### src/rtl/dvp_frontend.sv
`timescale 1ns/1ps
`default_nettype none
// ============================================================================
//  Module   : dvp_frontend
//  Brief    : Oversampling DVP camera front end with byte-lane select, crop
//             window, per-frame line count and sticky error reporting.
//  Revision : 1.0 - initial release
// ============================================================================
module dvp_frontend #(
  parameter int SYNC_STAGES = 2,
  parameter int CNT_W       = 12
) (
  input  logic             clk,
  input  logic             rst_n,
  input  logic             enable,
  input  logic             dvp_pclk,
  input  logic             dvp_vsync,
  input  logic             dvp_href,
  input  logic [7:0]       dvp_data,
  input  logic [1:0]       byte_sel,
  input  logic [CNT_W-1:0] crop_x0,
  input  logic [CNT_W-1:0] crop_y0,
  input  logic [CNT_W-1:0] crop_w,
  input  logic [CNT_W-1:0] crop_h,
  output logic             cam_valid,
  output logic             cam_sof,
  output logic [7:0]       cam_pixel,
  output logic [CNT_W-1:0] line_count,
  output logic             frame_done,
  output logic             frame_err
);

  localparam logic [CNT_W-1:0] c_CNT_MAX = '1;
  localparam logic [CNT_W-1:0] c_CNT_ONE = 1;

  typedef enum logic [1:0] {
    ST_IDLE   = 2'd0,
    ST_VSYNC  = 2'd1,
    ST_ACTIVE = 2'd2
  } state_t;

  // {pclk, vsync, href, data} travel together so the chains stay aligned
  logic [10:0] r_sync [SYNC_STAGES];
  logic [10:0] w_s;

  always_ff @(posedge clk or negedge rst_n) begin
    if (!rst_n) begin
      for (int i = 0; i < SYNC_STAGES; i++) r_sync[i] <= '0;
    end else begin
      r_sync[0] <= {dvp_pclk, dvp_vsync, dvp_href, dvp_data};
      for (int i = 1; i < SYNC_STAGES; i++) r_sync[i] <= r_sync[i-1];
    end
  end

  assign w_s = r_sync[SYNC_STAGES-1];

  logic       r_pclk_q, r_vsync_q, r_href_q;
  logic       r_ev_pclk_rise, r_ev_vs_rise, r_ev_vs_fall, r_ev_href_fall;
  logic       r_ev_href, r_ev_vsync;
  logic [7:0] r_ev_data;

  always_ff @(posedge clk or negedge rst_n) begin
    if (!rst_n) begin
      r_pclk_q       <= 1'b0;
      r_vsync_q      <= 1'b0;
      r_href_q       <= 1'b0;
      r_ev_pclk_rise <= 1'b0;
      r_ev_vs_rise   <= 1'b0;
      r_ev_vs_fall   <= 1'b0;
      r_ev_href_fall <= 1'b0;
      r_ev_href      <= 1'b0;
      r_ev_vsync     <= 1'b0;
      r_ev_data      <= '0;
    end else begin
      r_pclk_q       <= w_s[10];
      r_vsync_q      <= w_s[9];
      r_href_q       <= w_s[8];
      r_ev_pclk_rise <= w_s[10] & ~r_pclk_q;
      r_ev_vs_rise   <= w_s[9] & ~r_vsync_q;
      r_ev_vs_fall   <= ~w_s[9] & r_vsync_q;
      r_ev_href_fall <= ~w_s[8] & r_href_q;
      r_ev_href      <= w_s[8];
      r_ev_vsync     <= w_s[9];
      r_ev_data      <= w_s[7:0];
    end
  end

  state_t r_state, w_state_nxt;
  logic   w_enter_vsync, w_frame_end;

  always_ff @(posedge clk or negedge rst_n) begin
    if (!rst_n) r_state <= ST_IDLE;
    else        r_state <= w_state_nxt;
  end

  always_comb begin
    w_state_nxt = r_state;
    if (!enable) begin
      w_state_nxt = ST_IDLE;
    end else begin
      case (r_state)
        ST_IDLE:   if (r_ev_vs_rise) w_state_nxt = ST_VSYNC;
        ST_VSYNC:  if (r_ev_vs_fall) w_state_nxt = ST_ACTIVE;
        ST_ACTIVE: if (r_ev_vs_rise) w_state_nxt = ST_VSYNC;
        default:   w_state_nxt = ST_IDLE;
      endcase
    end
    w_enter_vsync = (w_state_nxt == ST_VSYNC) && (r_state != ST_VSYNC);
    w_frame_end   = enable && (r_state == ST_ACTIVE) && r_ev_vs_rise;
  end

  logic [1:0]       r_sel;
  logic [CNT_W-1:0] r_x0, r_y0, r_w, r_h;
  logic [CNT_W-1:0] r_x, r_y;
  logic             r_byte_idx, r_line_acc, r_sof_armed;

  logic w_active, w_accept, w_keep, w_x_sat, w_y_sat;
  logic w_in_x, w_in_y, w_emit, w_line_end, w_line_used, w_sat_err, w_sync_err;

  always_comb begin
    w_active = enable && (r_state == ST_ACTIVE);
    w_accept = w_active && r_ev_pclk_rise && r_ev_href && !r_ev_vsync;
    case (r_sel)
      2'b01:   w_keep = ~r_byte_idx;
      2'b10:   w_keep = r_byte_idx;
      default: w_keep = 1'b1;
    endcase
    w_x_sat = (r_x == c_CNT_MAX);
    w_y_sat = (r_y == c_CNT_MAX);
    // One extra bit keeps x0 + w from wrapping back into range
    w_in_x = ({1'b0, r_x} >= {1'b0, r_x0}) &&
             ((r_w == '0) || ({1'b0, r_x} < ({1'b0, r_x0} + {1'b0, r_w})));
    w_in_y = ({1'b0, r_y} >= {1'b0, r_y0}) &&
             ((r_h == '0) || ({1'b0, r_y} < ({1'b0, r_y0} + {1'b0, r_h})));
    w_emit      = w_accept && w_keep && !w_x_sat && w_in_x && w_in_y;
    w_line_end  = w_active && r_ev_href_fall;
    w_line_used = r_line_acc || w_accept;
    w_sat_err   = (w_accept && w_keep && w_x_sat) ||
                  (w_line_end && w_line_used && w_y_sat);
    w_sync_err  = r_ev_href && r_ev_vsync;
  end

  always_ff @(posedge clk or negedge rst_n) begin
    if (!rst_n) begin
      r_sel       <= '0;
      r_x0        <= '0;
      r_y0        <= '0;
      r_w         <= '0;
      r_h         <= '0;
      r_x         <= '0;
      r_y         <= '0;
      r_byte_idx  <= 1'b0;
      r_line_acc  <= 1'b0;
      r_sof_armed <= 1'b0;
    end else if (!enable) begin
      r_sof_armed <= 1'b0;
    end else begin
      if (w_line_end) begin
        r_x        <= '0;
        r_byte_idx <= 1'b0;
        r_line_acc <= 1'b0;
        if (w_line_used && !w_y_sat) r_y <= r_y + c_CNT_ONE;
      end else if (w_accept) begin
        r_byte_idx <= ~r_byte_idx;
        r_line_acc <= 1'b1;
        if (w_keep && !w_x_sat) r_x <= r_x + c_CNT_ONE;
      end
      if (w_emit) r_sof_armed <= 1'b0;
      // Frame start wins over any same-cycle counter update
      if (w_enter_vsync) begin
        r_sel       <= byte_sel;
        r_x0        <= crop_x0;
        r_y0        <= crop_y0;
        r_w         <= crop_w;
        r_h         <= crop_h;
        r_x         <= '0;
        r_y         <= '0;
        r_byte_idx  <= 1'b0;
        r_line_acc  <= 1'b0;
        r_sof_armed <= 1'b1;
      end
    end
  end

  always_ff @(posedge clk or negedge rst_n) begin
    if (!rst_n) begin
      cam_valid  <= 1'b0;
      cam_sof    <= 1'b0;
      cam_pixel  <= '0;
      frame_done <= 1'b0;
      line_count <= '0;
      frame_err  <= 1'b0;
    end else begin
      cam_valid  <= 1'b0;
      cam_sof    <= 1'b0;
      frame_done <= 1'b0;
      if (!enable) begin
        frame_err <= 1'b0;
      end else begin
        if (w_sync_err || w_sat_err) frame_err <= 1'b1;
        if (w_frame_end) begin
          frame_done <= 1'b1;
          line_count <= r_y;
        end
        if (w_emit) begin
          cam_valid <= 1'b1;
          cam_sof   <= r_sof_armed;
          cam_pixel <= r_ev_data;
        end
      end
    end
  end

endmodule
`default_nettype wire

### config.mk
export PLATFORM = sky130hd
export DESIGN_NAME = dvp_frontend
export DESIGN_NICKNAME = d
export VERILOG_FILES = /design/src/rtl/dvp_frontend.sv
export SDC_FILE = /design/constraint.sdc
export NUM_CORES = 1
export LEC_CHECK = 0
export CORE_MARGIN = 10
export CORE_UTILIZATION = 51
export CTS_CLUSTER_SIZE = 28
export DETAILED_ROUTE_END_ITERATION = 10
export GPL_ROUTABILITY_DRIVEN = 0
export HOLD_SLACK_MARGIN = 0.08
export PLACE_DENSITY_LB_ADDON = 0.15
export SETUP_SLACK_MARGIN = 0.15
export SYNTH_ARGS = -nofsm -noshare
export SYNTH_HDL_FRONTEND = slang
export SYNTH_SLANG_ARGS = --single-unit
export TNS_END_PERCENT = 50
### constraint.sdc
create_clock -name clk -period 4 [get_ports clk]
set_input_delay 0.4 -clock clk [delete_from_list [all_inputs] [get_ports clk]]
set_output_delay 0.4 -clock clk [all_outputs]
set_load 0.01 [all_outputs]
==> results of run 1 <==
-- cells by family (layout without fill, tap and decap cells) --
kind of cell    Yosys count  count (layout)  share of synthesized area, %
mux                      23              23                         3.920
buf+inv                  55             173                         2.979
simple gates            244             244                         15.49
flops                   140             140                         48.78
fa+ha+maj                76              76                         13.45
compound gates          122             122                         10.63
xor+xnor                 39              39                         4.756
-- sequential cells by signal (all words and copies together) (netlist names), 2 cells and up --
register / flops
cam_pixel: 8
r_sync: 11
r_x0: 12
r_x: 12
r_state: 2
r_w: 12
r_ev_data: 8
w_s: 11
r_sel: 2
r_y: 12
r_h: 12
line_count: 12
r_y0: 12
-- power by group through the flow --
stage               registers (µW)  clock network, µW  logic (µW)
floorplan                     1620                  0         698
global placement              1650                  0         950
detailed placement            1650                  0         991
CTS                           1630               1580        1010
global route                  1650               1660        1180
finish                        1630               1560        1050
-- per-layer routing --
| layer | GRT usage, % | up-vias | wire, µm |
|---|---|---|---|
| met5 | 0 | - | 0 |
| met4 | 4.723 | 0 | 174 |
| met3 | 4.589 | 12 | 557 |
| met2 | 32.15 | 69 | 8802 |
| met1 | 19.86 | 2647 | 7250 |
| li1 | - | 2620 | - |
-- stage by stage --
stage | util, % | cell area, µm² | total power, µW
2_1_floorplan | - | 7182 | 2321
3_3_place_gp | 60.14 | 8315 | 2599
3_5_place_dp | 60.14 | 8315 | 2643
4_1_cts | 64.50 | 8919 | 4225
5_1_grt | 65.27 | 9025 | 4485
6_report | 65.27 | 9025 | 4240
-- worst max path at each step --
stage | cells past startpoint | startpoint | endpoint | slack [ns]
final | 18 | r_h[1] | cam_pixel[5] | 0.08
after global placement | 18 | r_w[0] | cam_pixel[7] | -0.06
after global routing | 16 | r_h[1] | cam_pixel[0] | -0.07
after CTS | 16 | r_y0[1] | cam_pixel[0] | -0.07
after floorplan | 16 | r_y0[1] | cam_pixel[0] | 0.19
after detailed placement | 18 | r_x0[0] | cam_pixel[7] | -0.20
-- layout by cell type (no fill, tap or decap), types with 5 or more instances in the layout --
| cell type | instances |
|---|---|
| nand4_1 | 11 |
| inv_1 | 39 |
| ha_1 | 73 |
| nor2b_1 | 12 |
| nand2_1 | 127 |
| nor3_1 | 7 |
| mux2_4 | 8 |
| buf_4 | 13 |
| clkdlybuf4s50_1 | 86 |
| o21ai_0 | 47 |
| mux2_2 | 12 |
| a21o_1 | 8 |
| nor4_1 | 7 |
| xnor2_1 | 17 |
| a21oi_1 | 24 |
| dfrtp_1 | 140 |
| nor2_1 | 42 |
| and3_1 | 5 |
| o21a_1 | 7 |
| clkbuf_16 | 18 |
| nand3_1 | 10 |
| xor2_1 | 22 |
-- final cells by class --
cell class	count	area share, %
clock buffers	21	5.102
clock inverters	11	1.470
inverters	39	1.622
multi-input cells	504	39.25
flip-flops and latches	140	38.82
well taps	180	2.495
repair buffers	102	11.24
-- cell usage after synthesis (2+ instances only) --
master / n / area share (%)
a21o_1: 8 / 0.84
o31ai_1: 2 / 0.21
a21oi_1: 26 / 1.8
and3_1: 5 / 0.44
o22ai_1: 2 / 0.17
and2_1: 2 / 0.17
o211ai_1: 3 / 0.31
nor3_1: 7 / 0.49
mux2_2: 13 / 2.0
nor4_1: 7 / 0.61
buf_1: 2 / 0.10
a2111oi_0: 2 / 0.24
ha_1: 74 / 13
o21ai_1: 2 / 0.14
nand4_1: 11 / 0.96
clkbuf_1: 13 / 0.68
o21a_1: 7 / 0.73
nand2_1: 127 / 6.6
and4_1: 2 / 0.24
inv_1: 39 / 2.0
mux2_4: 7 / 1.5
and3b_1: 2 / 0.24
xor2_1: 22 / 2.7
nor2_1: 43 / 2.2
dfrtp_1: 140 / 49
nand3_1: 10 / 0.70
or3_1: 4 / 0.35
a21oi_2: 2 / 0.24
nand3b_1: 2 / 0.21
mux2i_1: 3 / 0.42
fa_1: 2 / 0.56
nand2b_1: 3 / 0.26
nor2b_1: 13 / 1.1
xnor2_1: 17 / 2.1
o21ai_0: 49 / 3.4
a31oi_1: 2 / 0.17
-- repair_timing --
item                                   in CTS  in global routing
resized for setup                           5                 13
pin swaps                                   6                 14
endpoints found under the hold margin       0                  0
setup endpoints to repair                  11                 11
hold buffers                                0                  0
cloned                                      0                  1
buffers inserted                            0                  2
-- worst max-delay path, cell delays in order (launching register included) --
cell	delay (ns)
dfrtp_1	0.38
ha_1	0.30
a21o_1	0.19
a21oi_2	0.17
nor2_2	0.06
or4_4	0.42
a41o_1	0.28
buf_4	0.14
nor2_1	0.11
xor2_1	0.17
ha_1	0.25
nor3_1	0.20
nor2_1	0.07
o21ai_0	0.14
a21oi_1	0.06
o311ai_1	0.09
o311a_2	0.30
clkbuf_16	0.17
mux2_4	0.29
==> impl_metrics.ini, run 1 <==
[run_status]
status = finished clean

[route]
wl_mm = 16.79
drt-wirelength-per-cell_um = 16.84
avgViaCountPerCell = 5.364
firstDrtPassIters = 4
dr_total_vias = 5348
drc = 0
drt_iter0_drc = 227
final_antenna_net_count = 0

[logic_synthesis]
syn-cell-area_um2 = 7182
ys.flop_type = dfrtp_1
async_flop_share_pct = 100.0
synth_seq_area_share_pct = 48.78
ys_types = 60
synth_edf_count = 0
syn_inst = 699
syn-num-nets = 839
avgSynthCellArea_um2 = 10.27
ys_ff_latch = 140
yosysWarnings = 0

[timing]
finalCritPeriodShare_pct = 97.90
setup_ws_ns = 0.08401
rsz0062_at_grt = yes
hold_slack_ns = 0.05617
setup_violations = 0
setup_tns_ns = 0
hold_viol = 0
min_period_ns = 3.916
relSlewSlack_pct = 46.63
fmax_mhz = 255.4
skew_ns = 0.009174
maxSlewViolCount = 0
worstMarginPinSlew_ns = 0.8005

[setup_path]
worstPathRequired_ns = 4.30
crit_fanout = 5
cp.arrival_ns = 4.22
criticalPathCategory = register to register
cp-end-kind = register
r2r_start = r_h[1]
r2r_slack_ns = 0.08
worstSetupStartpointType = register
r2r_cells = 18
rr_endpoint = cam_pixel[5]

[placement]
dp_hpwl_mm = 12.30
portBuffers = 87
preCtsSetupSlack_ns = -0.2035
dp_cells = 962

[floorplanning]
num_rows = 43
die_w_um = 138.7
initial_core_util_pct = 51.94
die_area_um2 = 19230
coreArea_um2 = 13830
io_pins = 88
die_y_um = 138.7

[layout]
drive_gt1_share_pct = 10.53
multi_input_area_um2 = 3542
syn_to_final_growth_pct = 25.66
fill_cells = 1082
regArea_um2 = 3503
layout.nets = 944
antennaDiodeCount = 0
layout.cells.non_filler = 997

[cts]
cts_buffers = 17
cts_buffer_depth = 2
root_buffer = clkbuf_16
cts_tree = yes
clk_latency_ns = 0.42
cts.sinks = 140
clk_pin_slew_worst_paths_ns = 0.06
htreeDepth = 4

[global_routing]
antenna_found_initial = 0
gr-usage-all-layers_pct = 17.63
grt_pass1_vias = 5838
grt_pass1_wl_mm = 28.31
grt_max_degree = 90
grt_overflow = 0

[power]
p_per_area_nw_per_um2 = 469.8
swShare_pct = 29.76
power_frac_comb_pct = 24.7
p_sw_uw = 1262
seqPwrFrac_pct = 38.5
p_int_uw = 2978
pwr-share-clk_pct = 36.8
peakVddDrop_v = 0.0002943
leakage_uw = 0.004360

[run]
drv_cap = 0

[hold_path]
hp-class = input port to asynchronous set/reset pin
No activity file was read; power rests on OpenSTA's default activity.
==> run 2: changes to the inputs <==
--- a/config.mk
+++ b/config.mk
@@ -12,6 +12,7 @@
 export GPL_ROUTABILITY_DRIVEN = 0
 export HOLD_SLACK_MARGIN = 0.08
 export PLACE_DENSITY_LB_ADDON = 0.15
+export RECOVER_POWER = 25
 export SETUP_SLACK_MARGIN = 0.15
 export SYNTH_ARGS = -nofsm -noshare
 export SYNTH_HDL_FRONTEND = slang
==> run 2 against run 1 <==
The flow now finishes with violations (capacitance limit, slew limit); largest power group unchanged; count of clock-buffer cells in the layout did not move; fmax did not move; highest routed layer unchanged; flip-flop and latch count did not move; final area barely moved; power barely moved; non-clock buffer count did not move.
==> impl_metrics.ini, run 2 (synthesis results as in run 1) <==
[power]
swShare_pct = 29.78
leakage_uw = 0.004361
p_int_uw = 2975
seqPwrFrac_pct = 38.5
p_per_area_nw_per_um2 = 469.8
p_sw_uw = 1262
pwr-share-clk_pct = 36.9
power_frac_comb_pct = 24.7
peakVddDrop_v = 0.0002943

[timing]
hold_slack_ns = 0.3475
fmax_mhz = 255.4
finalCritPeriodShare_pct = 97.90
hold_viol = 0
min_period_ns = 3.916
setup_tns_ns = 0
maxSlewViolCount = 90
worstMarginPinSlew_ns = 2.190
setup_violations = 0
skew_ns = 0.009174
setup_ws_ns = 0.08400
rsz0062_at_grt = yes
relSlewSlack_pct = -46.03

[floorplanning]
initial_core_util_pct = 51.94
die_y_um = 138.7
io_pins = 88
die_w_um = 138.7
die_area_um2 = 19230
coreArea_um2 = 13830
num_rows = 43

[global_routing]
grt.busiest_layer = met2
grt_max_degree = 90
grt_use_met2_pct = 32.15
gr-usage-met1_pct = 19.86
gr-usage-all-layers_pct = 17.63
use_met3_pct = 4.589
grt_overflow = 0
antenna_found_initial = 0
grt_pass1_wl_mm = 28.31
grt_pass1_vias = 5838

[cts]
clk_latency_ns = 0.42
cts_tree = yes
holdBufCountCts = 0
cts_buffer_depth = 2
cts.sinks = 140
htreeDepth = 4
clk_pin_slew_worst_paths_ns = 0.06
cts_buffers = 17
root_buffer = clkbuf_16

[layout]
antennaDiodeCount = 0
layout.cells.non_filler = 997
layout.nets = 944
fill_cells = 1081
final_cell_mix = dfrtp_1 (140), nand2_1 (127), clkdlybuf4s50_1 (75)
drive_gt1_share_pct = 10.53
syn_to_final_growth_pct = 25.57
mostFrequentLayoutCell = dfrtp_1

[setup_path]
critPathMaxStageDelay_ns = 0.42
cp.arrival_ns = 4.22
path_buf_inv = 2
path_cells = ha_1 -> a21o_1 -> a21oi_2 -> nor2_2 -> or4_4 -> a41o_1 -> buf_4 -> nor2_1 -> xor2_1 -> ha_1 -> nor3_1 -> nor2_1 -> o21ai_0 -> a21oi_1 -> o311ai_1 -> o311a_2 -> clkbuf_16 -> mux2_4
cp-end-kind = register
crit_fanout = 5
worstPathRequired_ns = 4.30
criticalPathCategory = register to register
path_delay_family = compound AO/OA/AOI/OAI gates
worstSetupStartpointType = register
critPathSlowestCell = or4_4

[route]
drc = 0
final_antenna_net_count = 0
firstDrtPassIters = 4
drt-wirelength-per-cell_um = 16.83
dr_total_vias = 5350
drt_iter0_drc = 227
avgViaCountPerCell = 5.366
wl_mm = 16.78

[run_status]
violations = capacitance limit, slew limit
status = finished with violations

[hold_path]
hp-class = register to register

[placement]
dp_hpwl_mm = 12.30
preCtsSetupSlack_ns = -0.2035
dp_cells = 962
portBuffers = 87

[run]
drv_cap = 1
## run 2: repair_timing
item | in CTS | in global routing
gates cloned | 0 | 1
gates resized for setup | 5 | 13
setup endpoints to repair | 11 | 11
pin swaps | 6 | 14
buffers inserted | 0 | 2
## run 2: final timing paths
| kind | from | endpoint | slack [ns] | cells after the start |
|---|---|---|---|---|
| max | r_h[1] | cam_pixel[5] | 0.08 | 18 |
| min | w_s[6] | r_ev_data[6] | 0.35 | 0 |
| max reg2reg | r_h[1] | cam_pixel[5] | 0.08 | 18 |
| min reg2reg | w_s[6] | r_ev_data[6] | 0.35 | 0 |
| max in group asynchronous | rst_n | r_w[6] | 2.02 | 2 |
| min in group asynchronous | rst_n | frame_done | 0.63 | 1 |
## run 2: per-layer routing
metal	up-vias	part of all wire [%]
li1	2620	-
met4	0	1.0
met3	12	3.3
met2	69	52
met5	-	0
met1	2649	43
## run 2: power groups by stage
stage	clock, µW	sequential, µW	combinational, µW
6_report	1560	1630	1040
5_1_grt	1660	1650	1170
4_1_cts	1580	1630	1010
3_5_place_dp	0	1650	991
3_3_place_gp	0	1650	950
2_1_floorplan	0	1620	698
## run 2: layout make-up
cell class / count / area (µm²) / share of cell area [%]
Clock buffer: 21 / 460.4 / 5.105
Clock inverter: 11 / 132.6 / 1.471
Inverter: 39 / 146.4 / 1.623
Multi-Input combinational cell: 504 / 3542 / 39.28
Sequential cell: 140 / 3503 / 38.85
Tap cell: 180 / 225.2 / 2.497
Timing Repair Buffer: 102 / 1008 / 11.18
## run 2: metrics by stage
| stage | util, % | total power, µW | instance area, µm² |
|---|---|---|---|
| CTS | 64.50 | 4225 | 8919 |
| finish | 65.22 | 4237 | 9019 |
| global route | 65.22 | 4483 | 9019 |
| detailed placement | 60.14 | 2643 | 8315 |
| floorplan | - | 2321 | 7182 |
| global placement | 60.14 | 2599 | 8315 |
## run 2: worst register-to-register path: cells and delay by family, from the launching register on
kind,cells,cell delay [ns]
AOI/OAI and AO/OA,7,1.23
and+or+nand+nor,5,0.86
adders and majority gates,2,0.55
DFF,1,0.38
buffers and inverters,2,0.31
muxes,1,0.29
xor gates and xnor gates,1,0.17
==> run 3: changes to the inputs <==
--- a/config.mk
+++ b/config.mk
@@ -11,7 +11,7 @@
 export DETAILED_ROUTE_END_ITERATION = 10
 export GPL_ROUTABILITY_DRIVEN = 0
 export HOLD_SLACK_MARGIN = 0.08
-export PLACE_DENSITY_LB_ADDON = 0.15
+export PLACE_DENSITY = 0.8
 export RECOVER_POWER = 25
 export SETUP_SLACK_MARGIN = 0.15
 export SYNTH_ARGS = -nofsm -noshare
==> run 3 against run 2 <==
The flow still finishes with violations (capacitance limit, slew limit); via count up 2.4%; worst setup slack better by 0.0087 ns; first-iteration DRC count up 56%; highest routed layer unchanged.
==> impl_metrics.ini, run 3 (synthesis results as in run 1) <==
[floorplanning]
initial_core_util_pct = 51.94
coreArea_um2 = 13830
die_y_um = 138.7
io_pins = 88
num_rows = 43
die_area_um2 = 19230
die_w_um = 138.7

[setup_path]
cp.arrival_ns = 4.21
rr_endpoint = cam_pixel[7]
criticalPathCategory = register to register
r2r_start = r_y0[1]
worstSetupStartpointType = register
r2r_cells = 16
worstPathRequired_ns = 4.31
r2r_slack_ns = 0.09
crit_fanout = 6
cp-end-kind = register

[cts]
cts_tree = yes
clk_latency_ns = 0.42
htreeDepth = 4
clk_pin_slew_worst_paths_ns = 0.06
cts_buffer_depth = 2
cts.sinks = 140
cts_buffers = 17
root_buffer = clkbuf_16

[timing]
setup_violations = 0
fmax_mhz = 255.9
setup_ws_ns = 0.09272
skew_ns = 0.008419
rsz0062_at_grt = yes
worstMarginPinSlew_ns = 2.163
min_period_ns = 3.907
setup_tns_ns = 0
maxSlewViolCount = 88
finalCritPeriodShare_pct = 97.68
relSlewSlack_pct = -44.23
hold_viol = 0

[layout]
layout.nets = 946
mostFrequentLayoutCell = dfrtp_1
final_cell_mix = dfrtp_1 (140), nand2_1 (127), ha_1 (74), clkdlybuf4s50_1 (74), o21ai_0 (46)
antennaDiodeCount = 0
finish.utilization_pct = 65.38
fill_cells = 1019
drive_gt1_share_pct = 11.11
layout.cells.non_filler = 999
syn_to_final_growth_pct = 25.87

[route]
drt-wirelength-per-cell_um = 17.25
final_antenna_net_count = 0
dr_total_vias = 5478
drt_iter0_drc = 354
drc = 0
wl_mm = 17.23
avgViaCountPerCell = 5.483
firstDrtPassIters = 5

[run]
drv_cap = 1

[global_routing]
grt_pass1_wl_mm = 29.04
grt_pass1_vias = 5937
grt_overflow = 0
antenna_found_initial = 0
grt_max_degree = 88
gr-usage-all-layers_pct = 18.18

[hold_path]
min_to = w_s[1]
hold_depth = 0
hp-start = r_sync[12]
hp-class = register to register

[power]
swShare_pct = 30.59
leakage_uw = 0.004359
p_sw_uw = 1296
pwr-share-clk_pct = 36.0
power_frac_comb_pct = 25.5
power_uw = 4238
peakVddDrop_v = 0.0002911
p_per_area_nw_per_um2 = 468.8
seqPwrFrac_pct = 38.5
p_int_uw = 2941

[placement]
preCtsSetupSlack_ns = -0.1886
portBuffers = 87
dp_hpwl_mm = 12.65
dp_cells = 962

[run_status]
violations = capacitance limit, slew limit
status = finished with violations
[run 3: per-layer routing]
layer / routed length, µm / GRT usage, % / vias to the layer above
met5: 0 / 0 / -
met4: 462 / 8.127 / 0
met3: 704 / 4.555 / 40
met2: 8673 / 30.90 / 129
met1: 7392 / 21.22 / 2680
li1: - / - / 2629
[run 3: power groups by stage]
stage          combinational (µW)  sequential, µW  clock (µW)
3_5_place_dp                  998            1650           0
4_1_cts                      1040            1630        1550
3_3_place_gp                  942            1650           0
6_report                     1080            1630        1530
5_1_grt                      1210            1640        1610
2_1_floorplan                 698            1620           0
[run 3: area by class of cell]
cell class	count	area, µm²	area share, %
clock buffer	19	432.9	4.789
clock inverter	13	140.1	1.550
inverter	39	146.4	1.619
multi-input combinational	504	3563	39.42
sequential	140	3503	38.75
tap	180	225.2	2.491
timing repair buffer	104	1028	11.38
[run 3: timing repair]
item	CTS	global route
cloned	1	0
endpoints found under the setup margin	10	11
pin swaps	9	12
gates resized for setup	12	12
buffers inserted	3	0
hold buffers	1	0
endpoints found under the hold margin	45	0
[run 3: worst max-delay path by stage]
stage             from           end  slack [ns]  depth (start not counted)
2_1_floorplan  r_y0[1]  cam_pixel[0]        0.19                         16
3_3_place_gp    r_h[1]  cam_pixel[7]        0.02                         16
3_5_place_dp   r_y0[0]  cam_pixel[7]       -0.19                         18
4_1_cts        r_y0[1]  cam_pixel[7]        0.01                         16
5_1_grt        r_y0[1]  cam_pixel[7]       -0.07                         16
6_report       r_y0[1]  cam_pixel[7]        0.09                         16
[run 3: critical path, stage by stage (launching register included)]
cell and delay (ns):
dfrtp_1 0.39, ha_1 0.29, a21o_1 0.17, a21oi_2 0.17, nor2_2 0.05, or4_4 0.42
a41o_1 0.27, o41ai_2 0.27, xor2_1 0.20, ha_1 0.27, nor2b_4 0.14, a2111oi_4 0.18
o21ai_1 0.14, o311ai_2 0.10, o311a_4 0.30, buf_12 0.14, mux2_4 0.30
[run 3: stage by stage]
| stage | hold slack (ns) | cell area [µm²] |
|---|---|---|
| 2_1_floorplan | 0.1044 | 7182 |
| 3_3_place_gp | 0.3318 | 8315 |
| 3_5_place_dp | 0.3347 | 8315 |
| 4_1_cts | 0.3476 | 8976 |
| 5_1_grt | 0.3505 | 9040 |
| 6_report | 0.3463 | 9040 |
